### src/rtl/ex_muldiv_unit_if.sv
// Operand/result bundle between the ID/EX register and the EX-stage mul/div unit.
// Latency: n/a (wires only).
// Backpressure: stall from the unit freezes the ID/EX register.
interface ex_muldiv_unit_if #(parameter int XLEN = 32);
    logic            start;
    logic [1:0]      op;
    logic [XLEN-1:0] busAEx;
    logic [XLEN-1:0] busBEx;
    logic            flush;
    logic            busy;
    logic            stall;
    logic            done;
    logic [XLEN-1:0] hi;
    logic [XLEN-1:0] lo;
    logic            div_by_zero;

    modport master (
        output start, op, busAEx, busBEx, flush,
        input  busy, stall, done, hi, lo, div_by_zero
    );

    modport slave (
        input  start, op, busAEx, busBEx, flush,
        output busy, stall, done, hi, lo, div_by_zero
    );
endinterface

### src/rtl/ex_muldiv_unit.sv
// Iterative radix-2 multiply / restoring divide into HI/LO, signed and unsigned.
// Latency: XLEN RUN cycles + 1 FIX cycle; done pulses the cycle after FIX.
// Backpressure: stall holds the ID/EX register from the start cycle through FIX; start while busy is dropped.
module ex_muldiv_unit #(
    parameter int XLEN = 32
) (
    input  logic           clk,
    input  logic           rst_n,
    ex_muldiv_unit_if.slave mdu
);
    localparam int            CW       = $clog2(XLEN);
    localparam logic [CW-1:0] CNT_LAST = CW'(XLEN - 1);

    typedef enum logic [1:0] {
        S_IDLE = 2'd0,
        S_RUN  = 2'd1,
        S_FIX  = 2'd2
    } state_t;

    state_t            state, state_nxt;
    logic [CW-1:0]     cnt;
    logic              is_div;
    logic [XLEN-1:0]   a_mag, b_mag, a_raw;
    logic              res_neg, rem_neg;
    logic [2*XLEN-1:0] acc, acc_step;
    logic              accept, step, finish;

    logic [XLEN-1:0]   hi_q, lo_q;
    logic              done_q, dbz_q;

    // Operand conditioning at the accept edge: signed ops work on magnitudes.
    logic              sgn_op_in, a_neg_in, b_neg_in;
    logic [XLEN-1:0]   a_abs_in, b_abs_in;

    assign sgn_op_in = ~mdu.op[0];
    assign a_neg_in  = sgn_op_in & mdu.busAEx[XLEN-1];
    assign b_neg_in  = sgn_op_in & mdu.busBEx[XLEN-1];
    assign a_abs_in  = a_neg_in ? -mdu.busAEx : mdu.busAEx;
    assign b_abs_in  = b_neg_in ? -mdu.busBEx : mdu.busBEx;

    always_ff @(posedge clk or negedge rst_n) begin
        if (!rst_n) state <= S_IDLE;
        else        state <= state_nxt;
    end

    always_comb begin
        state_nxt = state;
        accept    = 1'b0;
        step      = 1'b0;
        finish    = 1'b0;
        case (state)
            S_IDLE: begin
                if (mdu.start && !mdu.flush) begin
                    accept    = 1'b1;
                    state_nxt = S_RUN;
                end
            end
            S_RUN: begin
                if (mdu.flush) begin
                    state_nxt = S_IDLE;
                end else begin
                    step = 1'b1;
                    if (cnt == CNT_LAST) state_nxt = S_FIX;
                end
            end
            S_FIX: begin
                state_nxt = S_IDLE;
                finish    = !mdu.flush;
            end
            default: state_nxt = S_IDLE;
        endcase
    end

    // One iteration. Multiply: acc = {partial, multiplier}, add-then-shift-right.
    // Divide: acc = {remainder, quotient}, shift-left then trial-subtract.
    logic [XLEN:0]   mul_sum;
    logic [XLEN:0]   div_sh;
    logic            div_ge;
    logic [XLEN-1:0] div_diff;

    always_comb begin
        mul_sum  = {1'b0, acc[2*XLEN-1:XLEN]} + (acc[0] ? {1'b0, a_mag} : '0);
        div_sh   = acc[2*XLEN-1:XLEN-1];
        div_ge   = div_sh >= {1'b0, b_mag};
        div_diff = div_sh[XLEN-1:0] - b_mag;
        if (is_div) begin
            acc_step = div_ge ? {div_diff, acc[XLEN-2:0], 1'b1}
                              : {div_sh[XLEN-1:0], acc[XLEN-2:0], 1'b0};
        end else begin
            acc_step = {mul_sum, acc[XLEN-1:1]};
        end
    end

    // Sign correction and divide-by-zero result, applied in FIX.
    logic [XLEN-1:0] fix_hi, fix_lo;
    logic            fix_dbz;

    always_comb begin
        fix_hi  = acc[2*XLEN-1:XLEN];
        fix_lo  = acc[XLEN-1:0];
        fix_dbz = 1'b0;
        if (!is_div) begin
            if (res_neg) {fix_hi, fix_lo} = -acc;
        end else if (b_mag == '0) begin
            fix_hi  = a_raw;
            fix_lo  = '1;
            fix_dbz = 1'b1;
        end else begin
            if (res_neg) fix_lo = -acc[XLEN-1:0];
            if (rem_neg) fix_hi = -acc[2*XLEN-1:XLEN];
        end
    end

    always_ff @(posedge clk or negedge rst_n) begin
        if (!rst_n) begin
            cnt     <= '0;
            is_div  <= 1'b0;
            a_mag   <= '0;
            b_mag   <= '0;
            a_raw   <= '0;
            res_neg <= 1'b0;
            rem_neg <= 1'b0;
            acc     <= '0;
            hi_q    <= '0;
            lo_q    <= '0;
            done_q  <= 1'b0;
            dbz_q   <= 1'b0;
        end else begin
            done_q <= finish;
            if (accept) begin
                is_div  <= mdu.op[1];
                a_mag   <= a_abs_in;
                b_mag   <= b_abs_in;
                a_raw   <= mdu.busAEx;
                res_neg <= a_neg_in ^ b_neg_in;
                rem_neg <= a_neg_in;
                cnt     <= '0;
                acc     <= {{XLEN{1'b0}}, (mdu.op[1] ? a_abs_in : b_abs_in)};
                dbz_q   <= 1'b0;
            end else if (step) begin
                acc <= acc_step;
                cnt <= cnt + CW'(1);
            end
            if (finish) begin
                hi_q  <= fix_hi;
                lo_q  <= fix_lo;
                dbz_q <= fix_dbz;
            end
        end
    end

    assign mdu.busy        = (state != S_IDLE);
    assign mdu.stall       = (state != S_IDLE) | (mdu.start & (state == S_IDLE));
    assign mdu.done        = done_q;
    assign mdu.hi          = hi_q;
    assign mdu.lo          = lo_q;
    assign mdu.div_by_zero = dbz_q;
endmodule
### src/flat_wrapper.sv
// flat-port wrapper written by rule: the top's interface ports become plain ports
module ex_muldiv_unit_flat 
#(
    parameter int XLEN = 32
)
  (clk, rst_n, mdu_start, mdu_op, mdu_busAEx, mdu_busBEx, mdu_flush, mdu_busy, mdu_stall, mdu_done, mdu_hi, mdu_lo, mdu_div_by_zero);
  ex_muldiv_unit_if #(.XLEN(XLEN)) mdu_i ();
  input  logic clk;
  input  logic rst_n;
  input wire logic [$bits(mdu_i.start)-1:0] mdu_start;
  input wire logic [$bits(mdu_i.op)-1:0] mdu_op;
  input wire logic [$bits(mdu_i.busAEx)-1:0] mdu_busAEx;
  input wire logic [$bits(mdu_i.busBEx)-1:0] mdu_busBEx;
  input wire logic [$bits(mdu_i.flush)-1:0] mdu_flush;
  output wire logic [$bits(mdu_i.busy)-1:0] mdu_busy;
  output wire logic [$bits(mdu_i.stall)-1:0] mdu_stall;
  output wire logic [$bits(mdu_i.done)-1:0] mdu_done;
  output wire logic [$bits(mdu_i.hi)-1:0] mdu_hi;
  output wire logic [$bits(mdu_i.lo)-1:0] mdu_lo;
  output wire logic [$bits(mdu_i.div_by_zero)-1:0] mdu_div_by_zero;
  assign mdu_i.start = mdu_start;
  assign mdu_i.op = mdu_op;
  assign mdu_i.busAEx = mdu_busAEx;
  assign mdu_i.busBEx = mdu_busBEx;
  assign mdu_i.flush = mdu_flush;
  assign mdu_busy = mdu_i.busy;
  assign mdu_stall = mdu_i.stall;
  assign mdu_done = mdu_i.done;
  assign mdu_hi = mdu_i.hi;
  assign mdu_lo = mdu_i.lo;
  assign mdu_div_by_zero = mdu_i.div_by_zero;
  ex_muldiv_unit #(.XLEN(XLEN)) u_core (.clk(clk), .rst_n(rst_n), .mdu(mdu_i));
endmodule
### config.mk
export PLATFORM = sky130hd
export DESIGN_NAME = ex_muldiv_unit_flat
export DESIGN_NICKNAME = d
export VERILOG_FILES = /design/src/rtl/ex_muldiv_unit_if.sv /design/src/rtl/ex_muldiv_unit.sv /design/src/flat_wrapper.sv
export SDC_FILE = /design/constraint.sdc
export NUM_CORES = 1
export LEC_CHECK = 0
export CAP_MARGIN = 25
export CELL_PAD_IN_SITES_DETAIL_PLACEMENT = 0
export CELL_PAD_IN_SITES_GLOBAL_PLACEMENT = 2
export CORE_MARGIN = 2
export CORE_UTILIZATION = 39
export DETAILED_ROUTE_END_ITERATION = 6
export GPL_TIMING_DRIVEN = 0
export PLACE_DENSITY = 0.89
export SLEW_MARGIN = 15
export SYNTH_ARGS = -nofsm -noshare
export SYNTH_HDL_FRONTEND = slang
export SYNTH_SLANG_ARGS = --single-unit
export TNS_END_PERCENT = 30
### constraint.sdc
create_clock -name clk -period 6.1 [get_ports clk]
set_clock_uncertainty 0.15 [all_clocks]
set_input_delay 0.61 -clock clk [delete_from_list [all_inputs] [get_ports clk]]
set_output_delay 0.61 -clock clk [all_outputs]
set_load 0.005 [all_outputs]
Word-level counts from Yosys, hierarchy flattened

Cells that the tools add are included.

Register bits after elaboration: 236
Latch bits: 0
Bits in writable memories: 0
Bits in read-only memories: 0
Output and inout bits: 68
Memories kept: 0

Add/sub/neg operators: 8
Multipliers: 0
Divide/modulo/power cells: 0
Order comparisons: 1
Eq/ne operators: 5
Shifts and indexed selects: 0
Multiplexer cells: 31
Bitwise operators: 6
Reductions and logical operators: 8

Operator list:

| kind                | count |
|---|---|
| $mux 32             | 12 |
| $mux 64             | 4 |
| $neg 32->32         | 4 |
| $neg 64->64         | 1 |
| $add 32x33->33      | 1 |
| $ge 33x32->1        | 1 |
| $logic_not 32->1    | 1 |
| $sub 32x32->32      | 1 |
| $mux 5              | 2 |
| $mux 1              | 9 |
| $mux 2              | 3 |
| $reduce_bool 2->1   | 3 |
| $add 5x1->5 const B | 1 |
| $eq 5x5->1 const B  | 1 |
| $pmux 2 s2          | 1 |
| $and 1x1->1         | 3 |
| $ne 3x2->1 const B  | 1 |
| $eq 2x1->1 const B  | 1 |
| $eq 2x2->1 const B  | 1 |
| $logic_not 2->1     | 1 |
| $ne 2x1->1 const B  | 1 |
| $reduce_and 2->1    | 1 |
| $logic_and 1x1->1   | 1 |
| $logic_not 1->1     | 1 |
| 3 further kinds     | 3 |

Logic depth before layout (Yosys ltp)

Gate-level depths: netlist of the first run.

Word-level depth: 6
Mapped depth: 15
Gate-level depth less buffers: 13

Least setup slack after synthesis of the first run

No wires, ideal clock.

Path type: reg2reg
From: register u_core.acc[0]
To: register u_core.acc[63]
Library setup time: 0.065 ns
Arrival time: 3.185 ns
Data required time: 5.885 ns
Path slack: 2.700 ns
Cell stages (with the launch flop): 16
Cells stage by stage: dfrtp_1 > clkbuf_1 > clkbuf_1 > and2_1 > ha_1 > inv_1 > fa_1 > nand2b_1 > a211oi_1 > o21ai_0 > o21ai_0 > a221oi_1 > o211ai_1 > o21ai_0 > a221oi_1 > o211a_1

Cells in the longest elaborated chain, start to end: 5

RTL lines:

| item                   | RTL line              | RTL |
|---|---|---|
| from (decl)            | ex_muldiv_unit.sv:25  | `logic [2*XLEN-1:0] acc, acc_step;` |
| from (signal assigned) | ex_muldiv_unit.sv:138 | `acc <= {{XLEN{1'b0}}, (mdu.op[1] ? a_abs_in : b_abs_in)};` |
| from (signal assigned) | ex_muldiv_unit.sv:141 | `acc <= acc_step;` |
| $mux 32                | ex_muldiv_unit.sv:82  | `mul_sum = {1'b0, acc[2*XLEN-1:XLEN]} + (acc[0] ? {1'b0, a_mag} : '0);` |
| $add 32x33->33         | ex_muldiv_unit.sv:82  |  |
| $mux 64                | ex_muldiv_unit.sv:86  | `if (is_div) begin` |
| $mux 64                | ex_muldiv_unit.sv:140 | `end else if (step) begin` |
| $mux 64                | ex_muldiv_unit.sv:130 | `if (accept) begin` |

No other way between the ends. The select of a mux whose other input is x is not followed.
A chain may end at the register's enable or synchronous reset.

Worst setup path after layout of the first run

Ends and elaborated chain as after synthesis.

==> flow_metrics.py, run 1 <==
metrics = {
    "detailed_routing": {
        "wl_per_cell_um": 25.2,
        "routed_wl_mm": 74.5,
        "ant_nets": 0,
        "dr.pass1.iters": 6,
        "drc": 0,
        "vias": 17480,
        "routed_via_density": 5.91,
        "drt_iter0_drc": 1748,
    },
    "pwr": {
        "p_int_mw": 4.69,
        "pwr-share-clk": 0.219,
        "power_leakage_nw": 8.97,
        "pwr-share-seq": 0.257,
        "comb_power_share": 0.524,
        "irDropWorstVdd_uv": 277,
        "totalPowerFinal_mw": 8.94,
        "power.density_mw_per_mm2": 431,
        "switching_share": 0.475,
        "p_switching_mw": 4.25,
    },
    "place": {
        "place_hpwl_mm": 59.4,
        "port_buffers": 136,
        "gp_congestion": 0.995,
        "place_area_mm2": 0.0196,
        "dp_slack_ns": 1.28,
    },
    "critical_path": {
        "slowest_stage": "clkbuf_1",
        "max_stage_delay_ns": 0.51,
        "worstPathCellList": "clkbuf_1, clkbuf_1, and2_1, ha_1, inv_1, fa_1, nand2b_1, a211oi_1, o21ai_0, o21ai_0, a221oi_1, o211ai_1, o21ai_0, a221oi_1, o211a_1",
        "worst-path-max-fanout": 10,
        "cp-end-kind": "flip-flop",
        "worst-setup-path-type": "reg2reg",
        "cp.arrival_ns": 5.32,
        "cp_common_cell": "o21ai_0",
        "worst_setup_path_start_kind": "flip-flop",
        "crit_required_ns": 6.48,
    },
    "global_route": {
        "grt_overflow": 0,
        "antenna_found_initial": 1,
        "grt_max_degree": 99,
        "grtUsageTotal": 0.313,
        "grt_pass1_wl_mm": 109,
        "grt_pass1_vias": 16752,
    },
    "logic_synthesis": {
        "synth_nets": 2310,
        "synth-seq-area-share": 0.337,
        "synthFlopType": "dfrtp_1",
        "yosysTopAreaCellShare": 0.337,
        "synth_edf_count": 0,
        "synth_cell_types": 73,
        "syn_avg_cell_area_um2": 8.06,
        "synth_top_cell_by_area": "dfrtp_1",
        "synth_cells": 2168,
        "synth_warnings": 0,
        "synthTopCellsByArea": "dfrtp_1 34%, nand2_1 6.7%, o21ai_0 6.5%",
        "synth_seq_cells": 235,
        "synthArstFlopShare": 1.00,
        "syn-cell-area_mm2": 0.0175,
    },
    "timing": {
        "fmax_mhz": 202,
        "rsz0062_at_grt": "no",
        "final.setup.worst_slack_ns": 1.16,
        "hold_viol": 0,
        "maxSlewHeadroom": 0.315,
        "period_needed_ns": 4.94,
        "worst_pin_slew_ns": 1.03,
        "finalCritPeriodShare": 0.810,
        "maxSlewViolCount": 0,
        "setup_violations": 0,
    },
    "clock_tree": {
        "postCtsSetupBuffers": 0,
        "htreeDepth": 1,
        "cts_resized": 0,
        "numCtsBuffers": 30,
        "root_buffer": "clkbuf_16",
        "cts_buffer_depth": 3,
        "cts.clk_slew.worst_paths_ns": 0.07,
        "cts_tree": "yes",
        "clock_latency_ns": 0.61,
        "cts.sinks": 235,
    },
    "floorplan": {
        "ioPinCount": 138,
        "coreArea_mm2": 0.0442,
        "die-area_mm2": 0.0465,
        "die_w_um": 216,
        "dieHeight_um": 216,
        "start_util": 0.395,
        "row_count": 77,
    },
    "cells_and_area": {
        "diodes": 0,
        "final_area_mm2": 0.0207,
        "area_delta_synth_final_pct": 18.7,
        "nets": 2483,
        "drive_gt1_frac": 0.0448,
    },
    "worst_hold_path": {
        "worst_hold_path_type": "reg2reg",
    },
    "outcome": {
        "outcome": "completed",
    },
    "run": {
        "drv_cap": 0,
    },
}
-- registers in the layout (all words and copies together) (netlist names) --
| register | flops |
|---|---|
| u_core.acc | 64 |
| u_core.a_raw | 32 |
| u_core.b_mag | 32 |
| u_core.mdu.hi | 32 |
| u_core.mdu.lo | 32 |
| u_core.a_mag | 31 |
| u_core.cnt | 5 |
| u_core.state | 2 |
| u_core.is_div | 1 |
| u_core.mdu.div_by_zero | 1 |
| u_core.mdu.done | 1 |
| u_core.rem_neg | 1 |
| u_core.res_neg | 1 |
-- through the flow --
step | cells | util | hold WS, ns | TNS (ns)
detailed placement | 2898 | 0.444 | 0.313 | 0
CTS | 2954 | 0.469 | 0.326 | 0
global route | 2956 | 0.469 | 0.344 | 0
global placement | 2896 | 0.443 | 0.307 | -1456.44
finish | 2956 | 0.469 | 0.324 | 0
floorplan | 2168 | - | 0.164 | 0
-- layer usage --
layer,wire length (um),track usage
met1,32500,0.432
met2,34100,0.504
met3,5160,0.0423
met4,2690,0.106
met5,40,0
-- cell usage after synthesis (all sizes together) (17+ instances only) --
cell type	number
nand2	316
dfrtp	235
o21ai	230
nor2	161
a21oi	156
clkbuf	132
xor2	118
xnor2	83
ha	70
inv	64
mux2i	57
a211oi	43
and2	37
a21o	36
o211ai	33
nor4	29
nor3	28
a31oi	26
nand3	26
nand4	20
buf	19
o31ai	18
or4	17
-- critical path, delay by kind of cell, from the launching register on --
kind,cells,cell delay [ns]
AOI/OAI and AO/OA,8,2.42
buffers and inverters,3,0.98
adders and majority gates,2,0.59
and+or+nand+nor,2,0.39
DFF,1,0.32
-- cell families (layout without fill, tap and decap cells) --
family | after synthesis | count (layout) | share of synthesized area
and+or+nand+nor | 732 | 732 | 0.197
AOI/OAI and AO/OA | 642 | 642 | 0.225
DFF | 235 | 235 | 0.337
buffers and inverters | 215 | 411 | 0.0471
xor gates and xnor gates | 201 | 201 | 0.101
adders and majority gates | 72 | 72 | 0.0524
muxes | 71 | 71 | 0.0417
-- power by group through the flow --
stage	clock, mW	sequential [mW]	combinational (mW)
final	1.96	2.30	4.69
after detailed placement	0	2.31	4.57
after global placement	0	2.31	4.54
after CTS	1.97	2.29	4.59
after floorplan	0	2.09	3.21
after global routing	2.03	2.32	5.09
-- final timing paths --
check | start | endpoint | depth (start not counted) | slack, ns
setup / recovery | u_core.acc[0] | u_core.acc[63] | 15 | 1.16
hold / removal | u_core.a_mag[23] | u_core.a_mag[23] | 2 | 0.32
setup reg to reg | u_core.acc[0] | u_core.acc[63] | 15 | 1.16
hold reg to reg | u_core.a_mag[23] | u_core.a_mag[23] | 2 | 0.32
max in group asynchronous | rst_n | u_core.mdu.hi[24] | 3 | 4.44
min in group asynchronous | rst_n | u_core.b_mag[6] | 2 | 0.42
-- cell type report --
cell class	instances	area, um2
buffer	151	583
clock inverter	17	248
multi-input combinational	1718	10800
fill	4470	23500
inverter	64	240
tap	592	741
clock buffer	38	831
timing repair buffer	141	1450
sequential	235	5880
-- cell usage in the layout (no fill, tap or decap), types with 37 or more instances in the layout --
master	n
a21oi_1	156
dfrtp_1	235
nor2_1	161
inv_1	64
xor2_1	117
clkbuf_1	135
and2_1	37
nand2_1	314
clkdlybuf4s50_1	135
ha_1	70
xnor2_1	83
mux2i_1	57
o21ai_0	227
a211oi_1	43
-- repair_timing --
| item | CTS | global route |
|---|---|---|
| hold endpoints to repair | 74 | 0 |
| hold buffers | 1 | 0 |
| setup endpoints to repair | 0 | 0 |
Power figures use the tool's default switching activity.
==> run 2, diff against run 1 <==
--- a/config.mk
+++ b/config.mk
@@ -9,10 +9,10 @@
 export CELL_PAD_IN_SITES_DETAIL_PLACEMENT = 0
 export CELL_PAD_IN_SITES_GLOBAL_PLACEMENT = 2
 export CORE_MARGIN = 2
-export CORE_UTILIZATION = 39
+export CORE_UTILIZATION = 36
 export DETAILED_ROUTE_END_ITERATION = 6
 export GPL_TIMING_DRIVEN = 0
-export PLACE_DENSITY = 0.89
+export PLACE_DENSITY = 0.83
 export SLEW_MARGIN = 15
 export SYNTH_ARGS = -nofsm -noshare
 export SYNTH_HDL_FRONTEND = slang
==> constraint.sdc (replaced) <==
create_clock -name clk -period 5.12 [get_ports clk]
set_clock_uncertainty 0.15 [all_clocks]
set_input_delay 0.512 -clock clk [delete_from_list [all_inputs] [get_ports clk]]
set_output_delay 0.512 -clock clk [all_outputs]
set_load 0.005 [all_outputs]
==> run 2 against run 1 <==
Net effect:
- die area rose by 8.2%
- utilization down 3.5 points
- maximum frequency up 5.6%
- design area barely moved
- register-to-register slack got worse by 0.72 ns
- count of clock-buffer cells in the layout shrank 4
- power is 19% higher
- sequential cell count unchanged
- wire length is 2.5% higher
- global-route usage down 1.4 points
- hold slack gained 0.0026 ns
- sequential share of layout area about the same
- largest cell class unchanged
- largest power group unchanged
==> flow_metrics.py, run 2 (synthesis results as in run 1) <==
metrics = {
    "pwr": {
        "p_int_mw": 5.56,
        "irDropWorstVdd_uv": 296,
        "comb_power_share": 0.525,
        "totalPowerFinal_mw": 10.7,
        "p_switching_mw": 5.09,
        "pwr-share-seq": 0.258,
        "power.density_mw_per_mm2": 513,
        "pwr-share-clk": 0.217,
        "switching_share": 0.478,
        "power_leakage_nw": 8.94,
    },
    "detailed_routing": {
        "drc": 0,
        "ant_nets": 0,
        "dr.pass1.iters": 6,
        "drt_iter0_drc": 1674,
        "routed_wl_mm": 76.3,
        "vias": 17526,
        "routed_via_density": 5.89,
        "wl_per_cell_um": 25.6,
    },
    "critical_path": {
        "worst_setup_path_start_kind": "flip-flop",
        "cpLargestDelayFamily": "compound AO/OA/AOI/OAI gates",
        "critPathBufInv": 2,
        "crit_required_ns": 5.50,
        "r2r-start": "u_core.acc[0]",
        "cp-end-kind": "flip-flop",
        "slowest_stage": "dfrtp_1",
        "max_stage_delay_ns": 0.66,
        "worst-setup-path-type": "reg2reg",
        "cp.arrival_ns": 5.06,
        "worstPathCellList": "clkbuf_1, and2_1, ha_1, inv_1, fa_1, nand2b_1, a211oi_1, o21ai_0, o21ai_0, a221oi_1, o211ai_1, o21ai_0, a221oi_1, o211a_1",
        "cp_common_cell": "o21ai_0",
        "worst-path-max-fanout": 10,
        "ff2ff_path_depth": 14,
        "r2r-end": "u_core.acc[63]",
        "r2r_slack_ns": 0.44,
    },
    "clock_tree": {
        "cts_tree": "yes",
        "numCtsBuffers": 30,
        "cts.sinks": 235,
        "cts_buffer_depth": 3,
        "cts.clk_slew.worst_paths_ns": 0.06,
        "root_buffer": "clkbuf_16",
        "htreeDepth": 1,
        "cts_resized": 0,
        "postCtsSetupBuffers": 0,
        "clock_latency_ns": 0.61,
    },
    "global_route": {
        "grtUsageTotal": 0.299,
        "grt_pass1_vias": 16944,
        "grt_max_degree": 86,
        "antenna_found_initial": 2,
        "grt_pass1_wl_mm": 111,
        "grt_overflow": 0,
    },
    "worst_hold_path": {
        "whs_path_depth": 2,
        "hp-start": "u_core.a_mag[29]",
        "worst_hold_path_type": "reg2reg",
        "whs_endpoint": "u_core.a_mag[29]",
    },
    "timing": {
        "fmax_mhz": 214,
        "rsz0062_at_grt": "no",
        "finalCritPeriodShare": 0.914,
        "period_needed_ns": 4.68,
        "setup_violations": 0,
        "maxSlewHeadroom": 0.331,
        "maxSlewViolCount": 0,
        "hold_viol": 0,
        "final.setup.worst_slack_ns": 0.441,
        "worst_pin_slew_ns": 1.00,
    },
    "place": {
        "gp_congestion": 0.979,
        "port_buffers": 136,
        "place_hpwl_mm": 60.9,
        "dp_slack_ns": 0.375,
    },
    "floorplan": {
        "row_count": 80,
        "die_w_um": 224,
        "start_util": 0.365,
        "coreArea_mm2": 0.0478,
        "dieHeight_um": 224,
        "die-area_mm2": 0.0503,
        "ioPinCount": 138,
    },
    "cells_and_area": {
        "largest_reg_flops": 64,
        "regArea_mm2": 0.00588,
        "drive_gt1_frac": 0.0457,
        "diodes": 0,
        "layout_commonest_cell": "nand2_1",
        "area_delta_synth_final_pct": 18.8,
        "utilization": 0.434,
        "multi_input_area_mm2": 0.0108,
        "regMostFlops": "u_core.acc",
        "nets": 2482,
        "final_cell_mix": "314 x nand2_1, 235 x dfrtp_1, 227 x o21ai_0, 161 x nor2_1, 156 x a21oi_1",
        "fillers": 4886,
    },
    "outcome": {
        "outcome": "completed",
    },
    "run": {
        "drv_cap": 0,
    },
}
[run 2: cell count changes in the layout (fill, tap and decap cells not counted)]
cell / before / now
clkbuf_1: 135 / 132
clkbuf_8: 5 / 3
clkinvlp_4: 2 / 7
inv_6: 1 / 0
[run 2: layout make-up]
cell class                 count  area share
multi-input combinational   1718       0.519
inverter                      64      0.0116
sequential                   235       0.283
tap                          615      0.0371
buffer                       150      0.0279
clock inverter                21      0.0133
clock buffer                  34      0.0383
timing repair buffer         141      0.0700
[run 2: how the worst max path moves through the flow]
stage                  startpoint                to  cells past startpoint
floorplan           u_core.acc[0]    u_core.acc[63]                     15
global placement            rst_n  u_core.b_mag[13]                      1
detailed placement  u_core.acc[0]    u_core.acc[63]                     15
CTS                 u_core.acc[0]    u_core.acc[63]                     15
global route        u_core.acc[0]    u_core.acc[63]                     14
finish              u_core.acc[0]    u_core.acc[63]                     14
[run 2: timing repair]
| action | in CTS | in global routing |
|---|---|---|
| hold endpoints to repair | 83 | 0 |
| endpoints found under the setup margin | 0 | 1 |
| hold buffers | 1 | 0 |
[run 2: through the flow]
stage / area [um2] / cells / hold slack [ns] / TNS, ns
floorplan: 17500 / 2168 / 0.0664 / 0
global placement: 19600 / 2919 / 0.309 / -1655.03
detailed placement: 19700 / 2921 / 0.315 / 0
CTS: 20700 / 2977 / 0.329 / 0
global route: 20800 / 2978 / 0.349 / 0
finish: 20800 / 2978 / 0.327 / 0
[run 2: worst min-delay path: cells and delay by family, from the launching register on]
kind,cells,cell delay [ns]
AO/OA/AOI/OAI,1,0.06
flip-flops,1,0.34
AND/OR/NAND/NOR,1,0.04
[run 2: per-layer routing]
metal | GRT usage | vias up | routed length, um
li1 | - | 8018 | -
met1 | 0.422 | 8611 | 33800
met2 | 0.475 | 757 | 34400
met3 | 0.0402 | 140 | 5560
met4 | 0.0949 | 0 | 2580
met5 | 0 | - | 0
[run 2: power by group through the flow]
stage | combinational, mW | clock [mW] | sequential [mW]
after floorplan | 3.83 | 0 | 2.48
after global placement | 5.45 | 0 | 2.76
after detailed placement | 5.48 | 0 | 2.76
after CTS | 5.51 | 2.33 | 2.73
after global routing | 6.09 | 2.40 | 2.78
final | 5.59 | 2.31 | 2.75
==> run 3, diff against run 2 <==
--- a/config.mk
+++ b/config.mk
@@ -13,7 +13,7 @@
 export DETAILED_ROUTE_END_ITERATION = 6
 export GPL_TIMING_DRIVEN = 0
 export PLACE_DENSITY = 0.83
-export SLEW_MARGIN = 15
+export SLEW_MARGIN = 20
 export SYNTH_ARGS = -nofsm -noshare
 export SYNTH_HDL_FRONTEND = slang
 export SYNTH_SLANG_ARGS = --single-unit
==> run 3 against run 2 <==
Net effect:
- sequential share of layout area did not move
- highest routed layer unchanged
- final cell count barely moved
- via count barely moved
- sequential power barely moved
- combinational power barely moved
- largest power group unchanged
- sequential cell count did not move
- power barely moved
- utilization did not move
==> flow_metrics.py, run 3 (synthesis results as in run 1) <==
metrics = {
    "outcome": {
        "outcome": "completed",
    },
    "cells_and_area": {
        "stdcell_count": 2979,
        "utilization": 0.434,
        "final_cell_mix": "314 x nand2_1, 235 x dfrtp_1, 227 x o21ai_0, 161 x nor2_1, 156 x a21oi_1",
        "nets": 2482,
        "area_delta_synth_final_pct": 18.8,
        "final_area_mm2": 0.0208,
        "largest_reg_flops": 64,
        "drive_gt1_frac": 0.0457,
        "layout_commonest_cell": "nand2_1",
        "regMostFlops": "u_core.acc",
        "fillers": 4885,
    },
    "pwr": {
        "power_leakage_nw": 8.94,
        "pwr-share-clk": 0.217,
        "irDropWorstVdd_uv": 296,
        "power.density_mw_per_mm2": 513,
        "pwr-share-seq": 0.258,
        "p_int_mw": 5.56,
        "comb_power_share": 0.525,
        "p_switching_mw": 5.08,
        "switching_share": 0.478,
    },
    "worst_hold_path": {
        "worst_hold_path_type": "reg2reg",
        "hp-start": "u_core.a_mag[29]",
        "whs_endpoint": "u_core.a_mag[29]",
        "whs_path_depth": 2,
    },
    "timing": {
        "hold_viol": 0,
        "worst_pin_slew_ns": 1.01,
        "finalCritPeriodShare": 0.917,
        "period_needed_ns": 4.69,
        "rsz0062_at_grt": "no",
        "fmax_mhz": 213,
        "setup_violations": 0,
        "maxSlewViolCount": 0,
        "final.setup.worst_slack_ns": 0.427,
        "maxSlewHeadroom": 0.324,
    },
    "detailed_routing": {
        "drc": 0,
        "drt_iter0_drc": 1829,
        "dr.pass1.iters": 6,
        "routed_via_density": 5.88,
        "ant_nets": 0,
        "wl_per_cell_um": 25.6,
        "routed_wl_mm": 76.2,
        "vias": 17524,
    },
    "floorplan": {
        "die_w_um": 224,
        "coreArea_mm2": 0.0478,
        "dieHeight_um": 224,
        "row_count": 80,
        "die-area_mm2": 0.0503,
        "start_util": 0.365,
        "ioPinCount": 138,
    },
    "clock_tree": {
        "cts_tree": "yes",
        "postCtsSetupBuffers": 0,
        "cts_buffer_depth": 3,
        "root_buffer": "clkbuf_16",
        "clock_latency_ns": 0.61,
        "cts.clk_slew.worst_paths_ns": 0.07,
        "cts_resized": 0,
        "numCtsBuffers": 30,
        "cts.sinks": 235,
        "htreeDepth": 1,
    },
    "critical_path": {
        "worst-setup-path-type": "reg2reg",
        "r2r-start": "u_core.acc[0]",
        "r2r_slack_ns": 0.43,
        "r2r-end": "u_core.acc[63]",
        "worst-path-max-fanout": 10,
        "worst_setup_path_start_kind": "flip-flop",
        "crit_start": "u_core.acc[0]",
        "crit_required_ns": 5.50,
        "ff2ff_path_depth": 14,
        "cp.arrival_ns": 5.08,
        "cp-end-kind": "flip-flop",
    },
    "global_route": {
        "antenna_found_initial": 2,
        "grt_pass1_wl_mm": 111,
        "grtUsageTotal": 0.299,
        "grt_overflow": 0,
        "grt_pass1_vias": 16944,
        "grt_max_degree": 86,
    },
    "place": {
        "place_hpwl_mm": 60.9,
        "place_area_mm2": 0.0197,
        "dp_cells": 2921,
        "dp_slack_ns": 0.375,
        "port_buffers": 136,
        "gp_congestion": 0.979,
    },
    "run": {
        "drv_cap": 0,
    },
}
[run 3: cell count changes in the layout (fill, tap and decap cells not counted)]
cell | before | now
diode_2 | 0 | 1
clkbuf_2 | 0 | 1
clkbuf_4 | 1 | 0
[run 3: final cells by class]
class	count	area, um2	area share
flip-flops and latches	235	5880	0.283
clock inverters	21	277	0.0133
plain buffers	150	579	0.0279
multi-input cells	1718	10800	0.519
repair buffers	141	1450	0.0699
diodes	1	2.50	0.000121
inverters	64	240	0.0116
well taps	615	769	0.0371
clock buffers	34	796	0.0383
[run 3: worst max-delay path: stages (launching register included)]
cell and delay, ns:
dfrtp_1 0.67, clkbuf_1 0.39, and2_1 0.19, ha_1 0.21, inv_1 0.07, fa_1 0.37, nand2b_1 0.20, a211oi_1 0.43
o21ai_0 0.25, o21ai_0 0.41, a221oi_1 0.24, o211ai_1 0.25, o21ai_0 0.19, a221oi_1 0.39, o211a_1 0.21
[run 3: through the flow]
step	hold slack, ns	power, mW	TNS [ns]
3_5_place_dp	0.315	8.23	0
6_report	0.327	10.6	0
4_1_cts	0.329	10.6	0
2_1_floorplan	0.0664	6.31	0
3_3_place_gp	0.309	8.20	-1655.03
5_1_grt	0.349	11.3	0
[run 3: layer usage]
metal | global-route usage | up-vias | wire [um]
li1 | - | 8029 | -
met1 | 0.422 | 8627 | 33800
met2 | 0.475 | 728 | 34400
met3 | 0.0402 | 140 | 5470
met4 | 0.0949 | 0 | 2560
met5 | 0 | - | 0
[run 3: worst max path at each step]
| stage | end | cells after the start |
|---|---|---|
| floorplan | u_core.acc[63] | 15 |
| global placement | u_core.b_mag[13] | 1 |
| detailed placement | u_core.acc[63] | 15 |
| CTS | u_core.acc[63] | 15 |
| global route | u_core.acc[63] | 14 |
| finish | u_core.acc[63] | 14 |
[run 3: what timing repair did]
item                                    4_1_cts  5_1_grt
hold buffers                                  1        0
endpoints found under the hold margin        83        0
endpoints found under the setup margin        0        1
[run 3: power by group through the flow]
stage	sequential [mW]	clock, mW	combinational [mW]
after floorplan	2.48	0	3.83
after global placement	2.76	0	5.45
after detailed placement	2.76	0	5.48
after CTS	2.73	2.33	5.51
after global routing	2.78	2.40	6.09
final	2.75	2.31	5.59
